$ cat src/rtl/led_pkg.sv
// Shared constants and the saturating decay helper for the LED fade/PWM slice.
package led_pkg;

    localparam int PWM_BITS_DEFAULT = 8;
    localparam logic [PWM_BITS_DEFAULT-1:0] LEVEL_MAX = {PWM_BITS_DEFAULT{1'b1}};

    // Subtract that floors at zero instead of wrapping.
    function automatic logic [31:0] sat_sub(input logic [31:0] a, input logic [31:0] b);
        logic [31:0] r;
        if (a > b) begin
            r = a - b;
        end else begin
            r = 32'd0;
        end
        return r;
    endfunction

endpackage

$ cat src/rtl/led_pwm_channel.sv
// One LED channel: brightness level with linear decay, period-aligned duty shadow,
// and the registered PWM comparator output.
module led_pwm_channel
    import led_pkg::*;
#(
    parameter int PWM_BITS   = PWM_BITS_DEFAULT,
    parameter int DECAY_STEP = 16
) (
    input  logic                iCE_CLK,
    input  logic                rst,
    input  logic                pattern_bit,
    input  logic                pattern_q_bit,
    input  logic                valid,
    input  logic                tick,
    input  logic [PWM_BITS-1:0] pwm_cnt,
    input  logic                wrap,
    input  logic                enable,
    output logic                led
);

    localparam logic [PWM_BITS-1:0] CH_MAX = {PWM_BITS{1'b1}};

    logic [PWM_BITS-1:0] level_r;
    logic [PWM_BITS-1:0] duty_r;
    logic                led_r;
    logic                eff_s;
    logic [PWM_BITS-1:0] level_dec_s;
    logic [PWM_BITS-1:0] level_nxt_s;

    // Next brightness: a fresh set bit wins, then decay on tick, then hold.
    always_comb begin
        eff_s       = pattern_q_bit;
        level_nxt_s = level_r;
        level_dec_s = PWM_BITS'(sat_sub(32'(level_r), 32'(DECAY_STEP)));
        if (valid) begin
            eff_s = pattern_bit;
        end else begin
            eff_s = pattern_q_bit;
        end
        if (valid && pattern_bit) begin
            level_nxt_s = CH_MAX;
        end else if (tick && !eff_s) begin
            level_nxt_s = level_dec_s;
        end else if (eff_s) begin
            level_nxt_s = CH_MAX;
        end else begin
            level_nxt_s = level_r;
        end
    end

    // Level, duty shadow (loaded only on period wrap) and LED drive flop.
    always_ff @(posedge iCE_CLK or posedge rst) begin
        if (rst) begin
            level_r <= '0;
            duty_r  <= '0;
            led_r   <= 1'b0;
        end else begin
            level_r <= level_nxt_s;
            if (wrap) begin
                duty_r <= level_r;
            end else begin
                duty_r <= duty_r;
            end
            led_r <= enable & (pwm_cnt < duty_r);
        end
    end

    assign led = led_r;

endmodule

$ cat src/rtl/led_fade_pwm.sv
// Comet-tail LED driver: shared PWM counter, decay prescaler and pattern latch
// feeding N_LED independent fading PWM channels.
module led_fade_pwm
    import led_pkg::*;
#(
    parameter int N_LED      = 8,
    parameter int PWM_BITS   = PWM_BITS_DEFAULT,
    parameter int TICK_DIV   = 60000,
    parameter int DECAY_STEP = 16
) (
    input  logic             iCE_CLK,
    input  logic             rst,
    input  logic [N_LED-1:0] pattern_in,
    input  logic             pattern_valid,
    input  logic             enable,
    output logic [N_LED-1:0] led_out
);

    localparam int PRE_W = $clog2(TICK_DIV);

    logic [PWM_BITS-1:0] pwm_cnt_r;
    logic [PRE_W-1:0]    presc_r;
    logic [N_LED-1:0]    pat_q_r;
    logic                tick_s;
    logic                wrap_s;

    assign tick_s = (presc_r == PRE_W'(TICK_DIV - 1));
    assign wrap_s = (pwm_cnt_r == {PWM_BITS{1'b1}});

    // Free-running PWM counter, decay prescaler and latched pattern.
    always_ff @(posedge iCE_CLK or posedge rst) begin
        if (rst) begin
            pwm_cnt_r <= '0;
            presc_r   <= '0;
            pat_q_r   <= '0;
        end else begin
            pwm_cnt_r <= pwm_cnt_r + PWM_BITS'(1);
            if (tick_s) begin
                presc_r <= '0;
            end else begin
                presc_r <= presc_r + PRE_W'(1);
            end
            if (pattern_valid) begin
                pat_q_r <= pattern_in;
            end else begin
                pat_q_r <= pat_q_r;
            end
        end
    end

    for (genvar i = 0; i < N_LED; i++) begin : g_ch
        led_pwm_channel #(
            .PWM_BITS  (PWM_BITS),
            .DECAY_STEP(DECAY_STEP)
        ) u_ch (
            .iCE_CLK      (iCE_CLK),
            .rst          (rst),
            .pattern_bit  (pattern_in[i]),
            .pattern_q_bit(pat_q_r[i]),
            .valid        (pattern_valid),
            .tick         (tick_s),
            .pwm_cnt      (pwm_cnt_r),
            .wrap         (wrap_s),
            .enable       (enable),
            .led          (led_out[i])
        );
    end

endmodule

$ cat config.mk
export PLATFORM = sky130hd
export DESIGN_NAME = led_fade_pwm
export DESIGN_NICKNAME = d
export VERILOG_FILES = /design/src/rtl/led_pkg.sv /design/src/rtl/led_pwm_channel.sv /design/src/rtl/led_fade_pwm.sv
export SDC_FILE = /design/constraint.sdc
export NUM_CORES = 1
export LEC_CHECK = 0
export CAP_MARGIN = 10
export CORE_UTILIZATION = 62
export DETAILED_ROUTE_END_ITERATION = 8
export PLACE_DENSITY = 0.89
export SETUP_SLACK_MARGIN = 0.5
export SYNTH_ARGS = -nofsm -noshare
export SYNTH_HDL_FRONTEND = slang
export SYNTH_HIERARCHICAL = 1
export SYNTH_SLANG_ARGS = --single-unit
$ cat constraint.sdc
create_clock -name iCE_CLK -period 3.25 [get_ports iCE_CLK]
set_input_delay 0.65 -clock iCE_CLK [delete_from_list [all_inputs] [get_ports iCE_CLK]]
set_output_delay 0.65 -clock iCE_CLK [all_outputs]
set_load 0.1 [all_outputs]
==> metrics.md, run 1 <==
| Metric | Value |
|---|---|
| Drt via density | `a little over 6` |
| Max-cap violations | `0` |
| Total CTS buffers | `17` |
| Synthesized cell area | `6610 um^2` |
| H-tree levels | `4` |
| Adder-cell share of the synthesized area | `0.140` |
| Clk sink count | `between 100 and 150` |
| Leak | `~3.4 nW` |
| Crit path time final | `2.55 ns` |
| Number of global-route vias before repair | `around 5100` |
| HP Class | `reg2reg` |
| Fin util | `0.734` |
| TNS Setup | `0 ns` |
| Largest family of logic cells by synthesized area | `simple AND/OR/NAND/NOR gates` |
| I/O pin total | `20` |
| Crit share post-route | `0.786` |
| Inserted Diodes | `0` |
| WP data arrival | `3.02 ns` |
| Critical path class | `reg2reg` |
| Place WS | `0.768 ns` |
| Initial core utilization | `0.640` |
| YS warnings | `6` |
| Worst-skew pair later-pin latency | `0.54 ns` |
| Clock Path Buffers | `2` |
| Min setup slack post-route | `between 0.6 and 0.7 ns` |
| EDFF count, synth | `0` |
| Fmax | `391 MHz` |
| Multiplexer share of the synthesized area | `0.0280` |
| Status | `finished clean` |
| Initial antenna violation count | `0` |
| Total Wirelength | `14.4 mm` |
| Clock-pin slew on the worst setup and hold paths | `~0.06 ns` |
| First-pass GRT wire length | `between 20 and 25 mm` |
| Synth async-reset ratio | `1.00` |
| Max-slew headroom | `0.584` |
| Drt pass-1 iters | `6` |
| DP HPWL | `9.53 mm` |
| Die width | `105 um` |
| Vias | `5078` |
| Yosys reg bits | `120` |
| Crit path max fanout | `24` |
| Hold Buf Count CTS | `0` |
| Worst Setup End Kind | `flip-flop` |
| CP delay by family, top | `simple AND/OR/NAND/NOR gates` |
| CTS tree | `built` |
| Slew Limit Fails | `0` |
| Total Routing Usage GR | `0.282` |
| Crit start category | `flip-flop` |
| DRC Markers | `0` |
| RSZ-0062 raised after global routing | `no` |
| CP cell instances | `ha_1, nand4_1, nor4_2, buf_4, or4b_1, or4_1, nand3_1` |
| Power, Total | `0.00354 W` |
| CP max stage delay | `0.51 ns` |
| Peak supply drop | `0.314 mV` |
| Final hold viol count | `0` |
| Routed len/inst | `17.2 um` |
| Compound-gate portion of the synthesized area | `0.142` |
| GRT Residual Overflow | `0` |
| GP Congestion | `0.851` |
| Reg2reg path depth | `7` |
| Power per Cell Area | `468 nW/um^2` |
| Setup Fix Bufs, Post-CTS | `0` |
| Primary FF master, synth | `dfrtp_1` |
| CP Depth | `7` |
| Seq. cell area | `3000 um^2` |
| WP data required | `approximately 3.7 ns` |
| Share of cells above drive strength 1 | `0.0860` |
| CP max-delay cell | `or4b_1` |
| PortBufs | `19` |
| Syn Inst Count | `652` |
| Post-DRT Antenna Nets | `0` |
| Final Setup Violations | `0` |
| Die area | `11100 um^2` |
| Nets | `about 770` |
| Clock root buffer master | `clkbuf_8` |
| Layout area overhead | `14.7%` |
| Crit path buf inv count | `1` |
| Synth cell types | `just over 40` |
| Seq/Total Area, Yosys | `0.454` |
| Synth Area in XOR/XNOR | `0.0252` |
| Die height | `approximately 110 um` |
| Post-CTS sizing | `0` |
| Area of the core | `10300 um^2` |
| Simple-gate portion of the synthesized area | `0.155` |
| # rows | `37` |
| Initial DRC Count | `about 400` |
| Skew final | `0.00988 ns` |
| Multi-input gate area in the final layout | `3250 um^2` |
| Worst slew pin tran | `0.624 ns` |
| Largest net degree at the start of global routing | `41` |
| Synth Area per Inst | `10.1 um^2` |
| Fillers | `648` |
| Hold Crit Depth | `1` |
| Post-synth net total | `738` |
state kept, by name (all words and copies together) (netlist names):
register / cells
g_ch.u_ch/led: 8
presc_r: 16
g_ch.u_ch/duty_r: 40
pwm_cnt_r: 8
g_ch.u_ch/level_r: 40
pat_q_r: 8
cells in the final DEF, fill, tap and decap left out, types with 3 or more instances in the layout:
| cell type | synthesis | final |
|---|---|---|
| dfrtp_1 | 120 | 120 |
| nand2_1 | 86 | 86 |
| inv_1 | 85 | 85 |
| ha_1 | 74 | 74 |
| o21ai_0 | 48 | 48 |
| nor2_1 | 20 | 20 |
| clkbuf_16 | 0 | 16 |
| nand3_1 | 15 | 15 |
| buf_4 | 0 | 14 |
| xnor2_1 | 11 | 11 |
| clkdlybuf4s50_1 | 0 | 11 |
| nor2b_1 | 9 | 9 |
| mux2_2 | 8 | 8 |
| xor2_1 | 8 | 8 |
| o21a_1 | 8 | 8 |
| mux2i_1 | 8 | 8 |
| a21boi_0 | 8 | 8 |
| o31ai_1 | 8 | 8 |
| o311ai_0 | 8 | 8 |
| and4b_1 | 8 | 8 |
| a21oi_1 | 8 | 8 |
| o2111a_1 | 8 | 8 |
| o211ai_1 | 8 | 8 |
| nor3b_1 | 8 | 8 |
| a211oi_1 | 8 | 8 |
| a21o_1 | 8 | 8 |
| nand2b_1 | 8 | 8 |
| a221oi_1 | 8 | 8 |
| o41ai_1 | 8 | 8 |
| or4b_1 | 8 | 8 |
| or4_1 | 8 | 8 |
| nand4_1 | 6 | 6 |
| clkinv_2 | 0 | 5 |
| bufinv_16 | 0 | 4 |
| clkbuf_8 | 0 | 3 |
| clkinvlp_4 | 0 | 3 |
power by group:
| part | internal (W) | switching (W) | total, W |
|---|---|---|---|
| Sequential | 0.00151 | 0.00000495 | 0.00151 |
| Combinational | 0.0000323 | 0.0000603 | 0.0000926 |
| Clock | 0.00128 | 0.000663 | 0.00194 |
metal layers:
metal  GRT usage  vias to the layer above  wire length [um]
met2       0.469                      177              7170
met5           0                        -                 0
li1            -                     2372                 -
met3      0.0612                       53               727
met1       0.345                     2476              5980
met4       0.149                        0               478
final cells by class:
type / count / area share
multi-input combinational: 436 / 0.429
timing repair buffer: 25 / 0.0284
inverter: 85 / 0.0421
clock inverter: 13 / 0.0233
tap: 136 / 0.0225
sequential: 120 / 0.396
clock buffer: 19 / 0.0583
final timing paths:
kind,start,endpoint,slack (ns)
worst max-delay path,presc_r[0],g_ch[1].u_ch/level_r[7],0.70
worst min-delay path,pat_q_r[1],pat_q_r[1],0.50
worst max register to register,presc_r[0],g_ch[1].u_ch/level_r[7],0.70
worst min register to register,pat_q_r[1],pat_q_r[1],0.50
max in group asynchronous,rst,presc_r[1],1.96
min in group asynchronous,rst,pat_q_r[5],0.65
cells by family after synthesis:
logic type,count (synthesis)
AO/OA/AOI/OAI,136
multiplexers,17
adder cells (fa/ha/maj),74
buffers and inverters,96
XOR/XNOR,19
AND/OR/NAND/NOR,190
flip-flops,120
synthesized netlist by cell type, types with 2 or more instances:
cell type	n	area, um^2
dfrtp_1	120	3000
nand2_1	86	323
inv_1	85	319
ha_1	74	926
o21ai_0	48	240
nor2_1	20	75.1
nand3_1	15	75.1
xnor2_1	11	96.3
clkbuf_1	9	33.8
nor2b_1	9	56.3
a211oi_1	8	60.1
a21boi_0	8	60.1
a21o_1	8	60.1
a21oi_1	8	40.0
a221oi_1	8	70.1
and4b_1	8	80.1
mux2_2	8	90.1
mux2i_1	8	80.1
nand2b_1	8	50.1
nor3b_1	8	60.1
o2111a_1	8	90.1
o211ai_1	8	60.1
o21a_1	8	60.1
o311ai_0	8	70.1
o31ai_1	8	60.1
o41ai_1	8	70.1
or4_1	8	60.1
or4b_1	8	80.1
xor2_1	8	70.1
nand4_1	6	37.5
and3_1	2	12.5
and4_1	2	17.5
buf_2	2	10.0
nand4bb_1	2	22.5
nor3_1	2	10.0
nor4_1	2	12.5
through the flow:
step | instances | hold slack [ns] | cell area [um^2]
after floorplan | 652 | 0.469 | 6610
after global placement | 802 | 0.485 | 6960
after detailed placement | 802 | 0.495 | 6960
after CTS | 834 | 0.508 | 7580
after global routing | 834 | 0.534 | 7580
final | 834 | 0.505 | 7580
No activity file was read; power rests on OpenSTA's default activity.
==> run 2: changes to the inputs <==
==> constraint.sdc (replaced) <==
create_clock -name iCE_CLK -period 2.4 [get_ports iCE_CLK]
set_input_delay 0.48 -clock iCE_CLK [delete_from_list [all_inputs] [get_ports iCE_CLK]]
set_output_delay 0.48 -clock iCE_CLK [all_outputs]
set_load 0.1 [all_outputs]
==> run 2 against run 1 <==
Net effect:
- utilization up 6.1 points
- global-route usage up 2.8 points
- flip-flop and latch count unchanged
- sequential power up 36%
- non-clock buffer count up 31
- critical path type unchanged
- critical endpoint is now g_ch[0].u_ch/level_r[7]
- largest cell class unchanged
- largest power group unchanged
- highest routed layer unchanged
==> metrics.md, run 2 (synthesis results as in run 1) <==
| Metric | Value |
|---|---|
| Hold slack | `0.504 ns (-0.000550 ns)` |
| RR Startpoint | `presc_r[0]` |
| Crit start category | `flip-flop` |
| Post-DRT Antenna Nets | `0 (unchanged)` |
| Clock Path Buffers | `2 (unchanged)` |
| Crit path max fanout | `7 (-71%)` |
| Max-cap violations | `0 (unchanged)` |
| Min-delay src | `pat_q_r[3]` |
| CTS tree | `built` |
| Most frequent cells in the layout | `dfrtp_1 (115), nand2_1 (83), inv_1 (80)` |
| PortBufs | `19 (unchanged)` |
| Die height | `105 um (unchanged)` |
| Slew Limit Fails | `0 (unchanged)` |
| Power per Cell Area | `595 nW/um^2 (+27%)` |
| Critical path origin | `presc_r[0]` |
| Clk sink count | `120 (unchanged)` |
| Worst slew pin tran | `0.546 ns (-0.0776 ns)` |
| HP Class | `reg2reg` |
| Final Setup Violations | `0 (unchanged)` |
| Power, Total | `0.00488 W (+38%)` |
| Critical path class | `reg2reg` |
| Status | `finished clean` |
| Min setup slack post-route | `0.0331 ns (-0.662 ns)` |
| Crit path time final | `2.37 ns (-0.188 ns)` |
| Clock root buffer master | `clkbuf_8` |
| Worst Setup End Kind | `flip-flop` |
| Initial antenna violation count | `0 (unchanged)` |
| GRT Residual Overflow | `0 (unchanged)` |
| Fillers | `575 (-11%)` |
| First-pass GRT wire length | `26.5 mm (+9.9%)` |
| Multi-input gate area in the final layout | `3560 um^2 (+9.5%)` |
| Total CTS buffers | `17 (unchanged)` |
| Nets | `802 (+4.0%)` |
| Skew final | `0.00737 ns (-0.00251 ns)` |
| Fin util | `0.795 (+0.0607)` |
| Number of global-route vias before repair | `5638 (+10%)` |
| Peak supply drop | `0.417 mV (+33%)` |
| Seq. cell area | `3010 um^2 (+0.21%)` |
| # rows | `37 (unchanged)` |
| TNS Setup | `0 ns (unchanged)` |
| Clock-pin slew on the worst setup and hold paths | `0.06 ns (about the same)` |
| Hold Buf Count CTS | `0 (unchanged)` |
| Drt via density | `6.40 (+5.1%)` |
| WP data required | `2.87 ns (-0.85 ns)` |
| Place WS | `0.0337 ns (-0.734 ns)` |
| Layout area overhead | `24.2%` |
| Final hold viol count | `0 (unchanged)` |
| Share of cells above drive strength 1 | `0.202 (+0.116)` |
| Initial DRC Count | `376 (-6.9%)` |
| DRC Markers | `0 (unchanged)` |
| Biggest regs | `g_ch.u_ch/duty_r x40, g_ch.u_ch/level_r x40, presc_r x16` |
| Worst-skew pair later-pin latency | `0.53 ns (about the same)` |
| Largest net degree at the start of global routing | `42 (+2.4%)` |
| H-tree levels | `4 (unchanged)` |
| Die area | `11100 um^2 (unchanged)` |
| Area of the core | `10300 um^2 (unchanged)` |
| GP Congestion | `0.898 (+5.5%)` |
| Leak | `3.72 nW (+11%)` |
| I/O pin total | `20 (unchanged)` |
| DP HPWL | `9.99 mm (+4.8%)` |
| RSZ-0062 raised after global routing | `yes` |
| Initial core utilization | `0.640 (unchanged)` |
| Drt pass-1 iters | `5 (-1)` |
| Die width | `105 um (unchanged)` |
| Crit share post-route | `0.986 (+0.200)` |
| Max-slew headroom | `0.625 (+0.0413)` |
| Vias | `5524 (+8.8%)` |
| Reg-to-reg slack, setup | `0.03 ns (-0.66 ns)` |
| Inserted Diodes | `0 (unchanged)` |
| WP data arrival | `2.83 ns (-0.19 ns)` |
| Fmax | `422 MHz (+7.9%)` |
| Total Wirelength | `17.3 mm (+21%)` |
| Commonest non-fill, non-tap cell in the layout | `dfrtp_1` |
| Total Routing Usage GR | `0.311 (+0.0283)` |
| Routed len/inst | `20.1 um (+17%)` |
run 2: changes by cell type in the layout (fill, tap and decap cells not counted), moves of 6 or more:
cell	delta
a21boi_0	-6
buf_4	+16
buf_6	+12
nand3_1	-6
nand3_2	+6
o311ai_0	-7
o41ai_1	-8
o41ai_2	+6
or4_1	-6
or4_4	+6
or4b_1	-7
or4b_4	+7
run 2: final cells by class:
cell class	instances	area share
flip-flops and latches	120	0.367
clock inverters	10	0.0213
well taps	136	0.0207
clock buffers	20	0.0543
inverters	85	0.0407
multi-input cells	436	0.434
repair buffers	56	0.0622
run 2: metal layers:
| layer | vias to the layer above | track usage | share of wire |
|---|---|---|---|
| met2 | 269 | 0.555 | 0.52 |
| met1 | 2718 | 0.334 | 0.37 |
| met4 | 0 | 0.164 | 0.047 |
| met3 | 93 | 0.0841 | 0.065 |
| met5 | - | 0 | 0 |
| li1 | 2444 | - | - |
run 2: power breakdown:
part	switching (W)	total (W)	internal [W]
clock	0.000877	0.00270	0.00182
combinational	0.0000887	0.000138	0.0000488
sequential	0.00000722	0.00205	0.00204
run 2: path summary, 6_finish.rpt:
check                                     endpoint  cells after the start
min                                     pat_q_r[3]                      1
max reg2reg                g_ch[0].u_ch/level_r[7]                      7
max in group asynchronous             pwm_cnt_r[6]                      3
min in group asynchronous         g_ch[5].u_ch/led                      2
min reg2reg                             pat_q_r[3]                      1
max                        g_ch[0].u_ch/level_r[7]                      7
run 2: worst max-delay path: stages, from the launching register on:
cell and delay, ns:
dfrtp_1 0.39, ha_4 0.15, nand4_1 0.15, nor4_4 0.40, buf_6 0.19, or4b_4 0.48, or4_4 0.44, nand3_2 0.08
run 2: timing repair:
action,in CTS,in global routing
buffers inserted,17,7
pin swaps,5,15
gates resized for setup,24,74
endpoints found under the hold margin,0,0
setup endpoints to repair,25,83
run 2: per-stage QoR:
step                      std cells  instance area (um^2)
after detailed placement        809                  7030
after global placement          809                  7030
after CTS                       856                  7870
after floorplan                 652                  6620
after global routing            863                  8210
final                           863                  8210
==> RTL change 1 (settings of run 2) <==
Set the parameter `TICK_DIV` to 240000 (it was 60000).
--- a/src/rtl/led_fade_pwm.sv
+++ b/src/rtl/led_fade_pwm.sv
@@ -6,5 +6,5 @@
     parameter int N_LED      = 8,
     parameter int PWM_BITS   = PWM_BITS_DEFAULT,
-    parameter int TICK_DIV   = 60000,
+    parameter int TICK_DIV   = 240000,
     parameter int DECAY_STEP = 16
 ) (
Check against the original RTL: same outputs for any inputs over 10 cycles, from zero or initial values and one cycle with rst high; that may be too few to reach the edited logic, so the function may still have changed.
==> RTL change 1 against run 2 <==
- the flow now finishes with violations (design-rule violations, negative setup slack)
- hold slack worse by 0.035 ns
- final area is 0.99% lower
- clock power is 16% lower
- wire length is 1.9% lower
- power is 7.7% lower
- setup slack worse by 0.36 ns
- synthesized area is 1.2% higher
- sequential share of layout area is 0.91 points higher
- clock skew is 0.00052 ns higher
- sequential cell count is 2 higher
- largest power group unchanged
==> RTL change 1: results (changes against run 2) <==
metric	value	unit	change
wl_met3	980	um	-13%
slowest_stage	or4b_1		
syn_inst	659		+1.1%
gp_congestion	0.881		-1.9%
firstDrtPassIters	7		+2
fin_ws	-0.332	ns	-0.365 ns
dp_cells	834		+3.1%
largestRegisters	g_ch.u_ch/duty_r: 40 flops, g_ch.u_ch/level_r: 40 flops, presc_r: 18 flops		
vias	5497		-0.49%
post-cts-setup-buffer-count	2		-15
grt_pass1_wl	26200	um	-0.99%
use_met1	34.9	%	+1.5 points
fin_worst_skew	0.00789	ns	+0.000517 ns
drc	2		+2
peakVddDrop	0.591	mV	+42%
track_usage	30.6	%	-0.47 points
wl_met1	6550	um	+3.1%
routedWlPerCell	19.4	um	-3.2%
hpwl	10200	um	+2.5%
outcome	finished, violations left		
drt_iter0_markers	386		+2.7%
violations	design-rule violations, negative setup slack		
postCtsResizedCells	20		-17%
layout.cells.non_filler	874		+1.3%
fillers	582		+1.2%
max_stage_delay	0.50	ns	+0.02 ns
finalSetupViolCount	8		+8
cts.sink_count	122		+1.7%
-- RTL change 1: changes by cell type after synthesis, sizes merged, moves of 2 or more --
| cell | change |
|---|---|
| dfrtp | +2 |
| xnor2 | +6 |
| xor2 | -4 |
| or3 | +2 |
| inv | -2 |
-- RTL change 1: cells by family (layout without fill, tap and decap cells) --
kind of cell	Yosys count	after routing	share of synthesized area, %
adders and majority gates	74	74	13.8
xor gates and xnor gates	21	21	2.75
muxes	16	16	2.55
and+or+nand+nor	195	196	15.6
DFF	122	122	45.7
buffers and inverters	93	171	5.28
AOI/OAI and AO/OA	138	138	14.3
-- RTL change 1: area by class of cell --
cell class	count	share of cell area, %
multi-input combinational	445	43.4
sequential	122	37.6
timing repair buffer	56	6.47
clock buffer	24	6.04
inverter	83	3.90
tap	136	2.09
clock inverter	8	0.524
-- RTL change 1: power by group --
| group | switching (mW) | internal (mW) | total [mW] |
|---|---|---|---|
| clock | 0.888 | 1.39 | 2.28 |
| combinational | 0.0931 | 0.0575 | 0.151 |
| sequential | 0.00689 | 2.07 | 2.08 |
-- RTL change 1: metrics by stage --
step                      instance area, sq um  hold WS (ns)  setup slack, ns
after floorplan                           6690         0.332           -0.239
after global placement                    7270         0.444           -0.158
after detailed placement                  7270         0.471           -0.264
after CTS                                 7900         0.479           -0.267
after global routing                      8120         0.503           -0.445
final                                     8120         0.469           -0.332
-- RTL change 1: worst paths after layout --
kind,startpoint,to,slack (ns),cells past startpoint
min in group asynchronous,rst,g_ch[3].u_ch/led,0.62,2
max in group asynchronous,rst,presc_r[5],1.21,3
worst min register to register,presc_r[0],presc_r[0],0.47,1
worst max-delay path,presc_r[12],g_ch[1].u_ch/level_r[7],-0.33,7
worst max register to register,presc_r[12],g_ch[1].u_ch/level_r[7],-0.33,7
worst min-delay path,presc_r[0],presc_r[0],0.47,1
==> RTL change 2 (settings of run 2) <==
Made on the original files. Add an input register stage for `pattern_in`, `pattern_valid` and `enable`, cleared by the reset; this delays them by one clock.
--- a/src/rtl/led_fade_pwm.sv
+++ b/src/rtl/led_fade_pwm.sv
@@ -18,4 +18,20 @@
 
     localparam int PRE_W = $clog2(TICK_DIV);
+
+    logic [N_LED-1:0] pattern_q;
+    logic pattern_valid_q;
+    logic enable_q;
+
+    always_ff @(posedge iCE_CLK or posedge rst) begin
+        if (rst) begin
+            pattern_q       <= '0;
+            pattern_valid_q <= '0;
+            enable_q        <= '0;
+        end else begin
+            pattern_q       <= pattern_in;
+            pattern_valid_q <= pattern_valid;
+            enable_q        <= enable;
+        end
+    end
 
     logic [PWM_BITS-1:0] pwm_cnt_r;
@@ -41,6 +57,6 @@
                 presc_r <= presc_r + PRE_W'(1);
             end
-            if (pattern_valid) begin
-                pat_q_r <= pattern_in;
+            if (pattern_valid_q) begin
+                pat_q_r <= pattern_q;
             end else begin
                 pat_q_r <= pat_q_r;
@@ -56,11 +72,11 @@
             .iCE_CLK      (iCE_CLK),
             .rst          (rst),
-            .pattern_bit  (pattern_in[i]),
+            .pattern_bit  (pattern_q[i]),
             .pattern_q_bit(pat_q_r[i]),
-            .valid        (pattern_valid),
+            .valid        (pattern_valid_q),
             .tick         (tick_s),
             .pwm_cnt      (pwm_cnt_r),
             .wrap         (wrap_s),
-            .enable       (enable),
+            .enable       (enable_q),
             .led          (led_out[i])
         );
Check against the original RTL: no difference found for any inputs over 10 cycles, from zero or initial values and one cycle with rst high; that may be too few to reach the edited logic, so the function may still have changed.
==> RTL change 2 against run 2 <==
- count of clock-buffer cells in the layout up 4
- final area is 0.43% lower
- power down 5.6%
- first-iteration DRC count fell by 9.6%
- sequential cell count is 10 higher
- combinational power shrank 4%
- wire length down 3.2%
- setup slack improved by 0.057 ns
- synthesized area up 3.3%
- largest cell class unchanged
- highest routed layer unchanged
==> RTL change 2: results (changes against run 2) <==
metric	value	unit	change
min_path_type	in2reg		
synth_compound_area_share	13.1	%	-1.2 points
synth.area.top_cells	dfrtp_1 (48%), ha_1 (14%), nand2_1 (4.7%), inv_1 (4.3%), o21ai_0 (3.5%)		
postCtsResizedCells	14		-42%
placed_area	7310	sq um	+3.9%
gp_congestion	0.843		-6.1%
grt_pass1_vias	5772		+2.4%
peakVddDrop	0.523	mV	+25%
post-cts-setup-buffer-count	8		-9
track_usage	31.6	%	+0.58 points
die_w	107	um	+1.6%
syn_inst	654		+0.31%
buffers	48		-14%
hpwl	10400	um	+4.1%
buf_share	5.79	%	-0.43 points
drt_iter0_markers	340		-9.6%
layout.cells.non_filler	858		-0.58%
nClkBuffers	24		+20%
yosys-top-cells-count	dfrtp_1 (130), nand2_1 (85), inv_1 (78)		
cts.sink_count	130		+8.3%
timing.rr.start	presc_r[8]		
synth_fp_nets	740		+0.27%
hold_start	pattern_valid		
clockNetworkAreaShare	6.28	%	-1.3 points
htreeDepth	4		unchanged
pwr-share-clk	48.8	%	-6.5 points
synth-xor-area-share	2.44	%	-0.080 points
largestRegisters	g_ch.u_ch/duty_r: 40 flops, g_ch.u_ch/level_r: 40 flops, presc_r: 16 flops		
synth_fa_ha_area_share	13.6	%	-0.44 points
fin_worst_skew	0.00804	ns	+0.000666 ns
clock_latency	0.54	ns	
clk-power	2.25	mW	-17%
grt_antenna_before_repair	0		unchanged
synthMuxAreaShare	2.64	%	-0.16 points
max_stage_delay	0.46	ns	-0.02 ns
routed_via_density	6.15		-4.0%
n_all_inverters	78		-8.2%
yosysSeqAreaShare	47.7	%	+2.2 points
grt_pass1_wl	27200	um	+2.6%
dp_cells	814		+0.62%
nMultiInputCombCells	436		unchanged
multi_input_area_share	42.3	%	-1.1 points
p_int	3.62	mW	-7.5%
outcome	finished, final reports clean		
powerComb	0.133	mW	-4%
fillers	614		+6.8%
worst_slew_pin_slew	0.597	ns	+0.0510 ns
grt_max_degree	51		+21%
final_util	77.7	%	-1.7 points
critPathMaxFanout	5		-2
seq_area	3270	sq um	+8.5%
routedWlPerCell	19.5	um	-2.7%
rr_worst_depth	7		unchanged
p_leak	3.62	nW	-2.5%
drive_above_1_share	16.9	%	-3.3 points
fin_nets	797		-0.62%
place_ws	0.0745	ns	+0.0409 ns
-- RTL change 2: cell count changes after synthesis, moves of 7 or more --
cell,run 2,this run
dfrtp_1,120,130
and4b_1,8,0
inv_1,85,78
a21oi_1,8,0
o41ai_1,8,0
nand4b_1,0,8
mux2_1,0,7
mux2_2,8,1
nand3_1,15,26
o31ai_1,8,16
-- RTL change 2: worst paths after layout --
check / end / slack [ns]
worst max register to register: g_ch[2].u_ch/level_r[7] / 0.09
min in group asynchronous: pat_q_r[0] / 0.60
worst min-delay path: pattern_valid_q / 0.38
worst max-delay path: g_ch[2].u_ch/level_r[7] / 0.09
max in group asynchronous: presc_r[0] / 1.30
worst min register to register: pat_q_r[1] / 0.48
-- RTL change 2: per-layer routing --
layer,up-vias,global-route usage (%),share of wire [%]
li1,2420,-,-
met1,2597,33.9,37
met2,198,55.6,53
met3,58,10.3,6.4
met4,0,16.2,3.6
met5,-,0,0
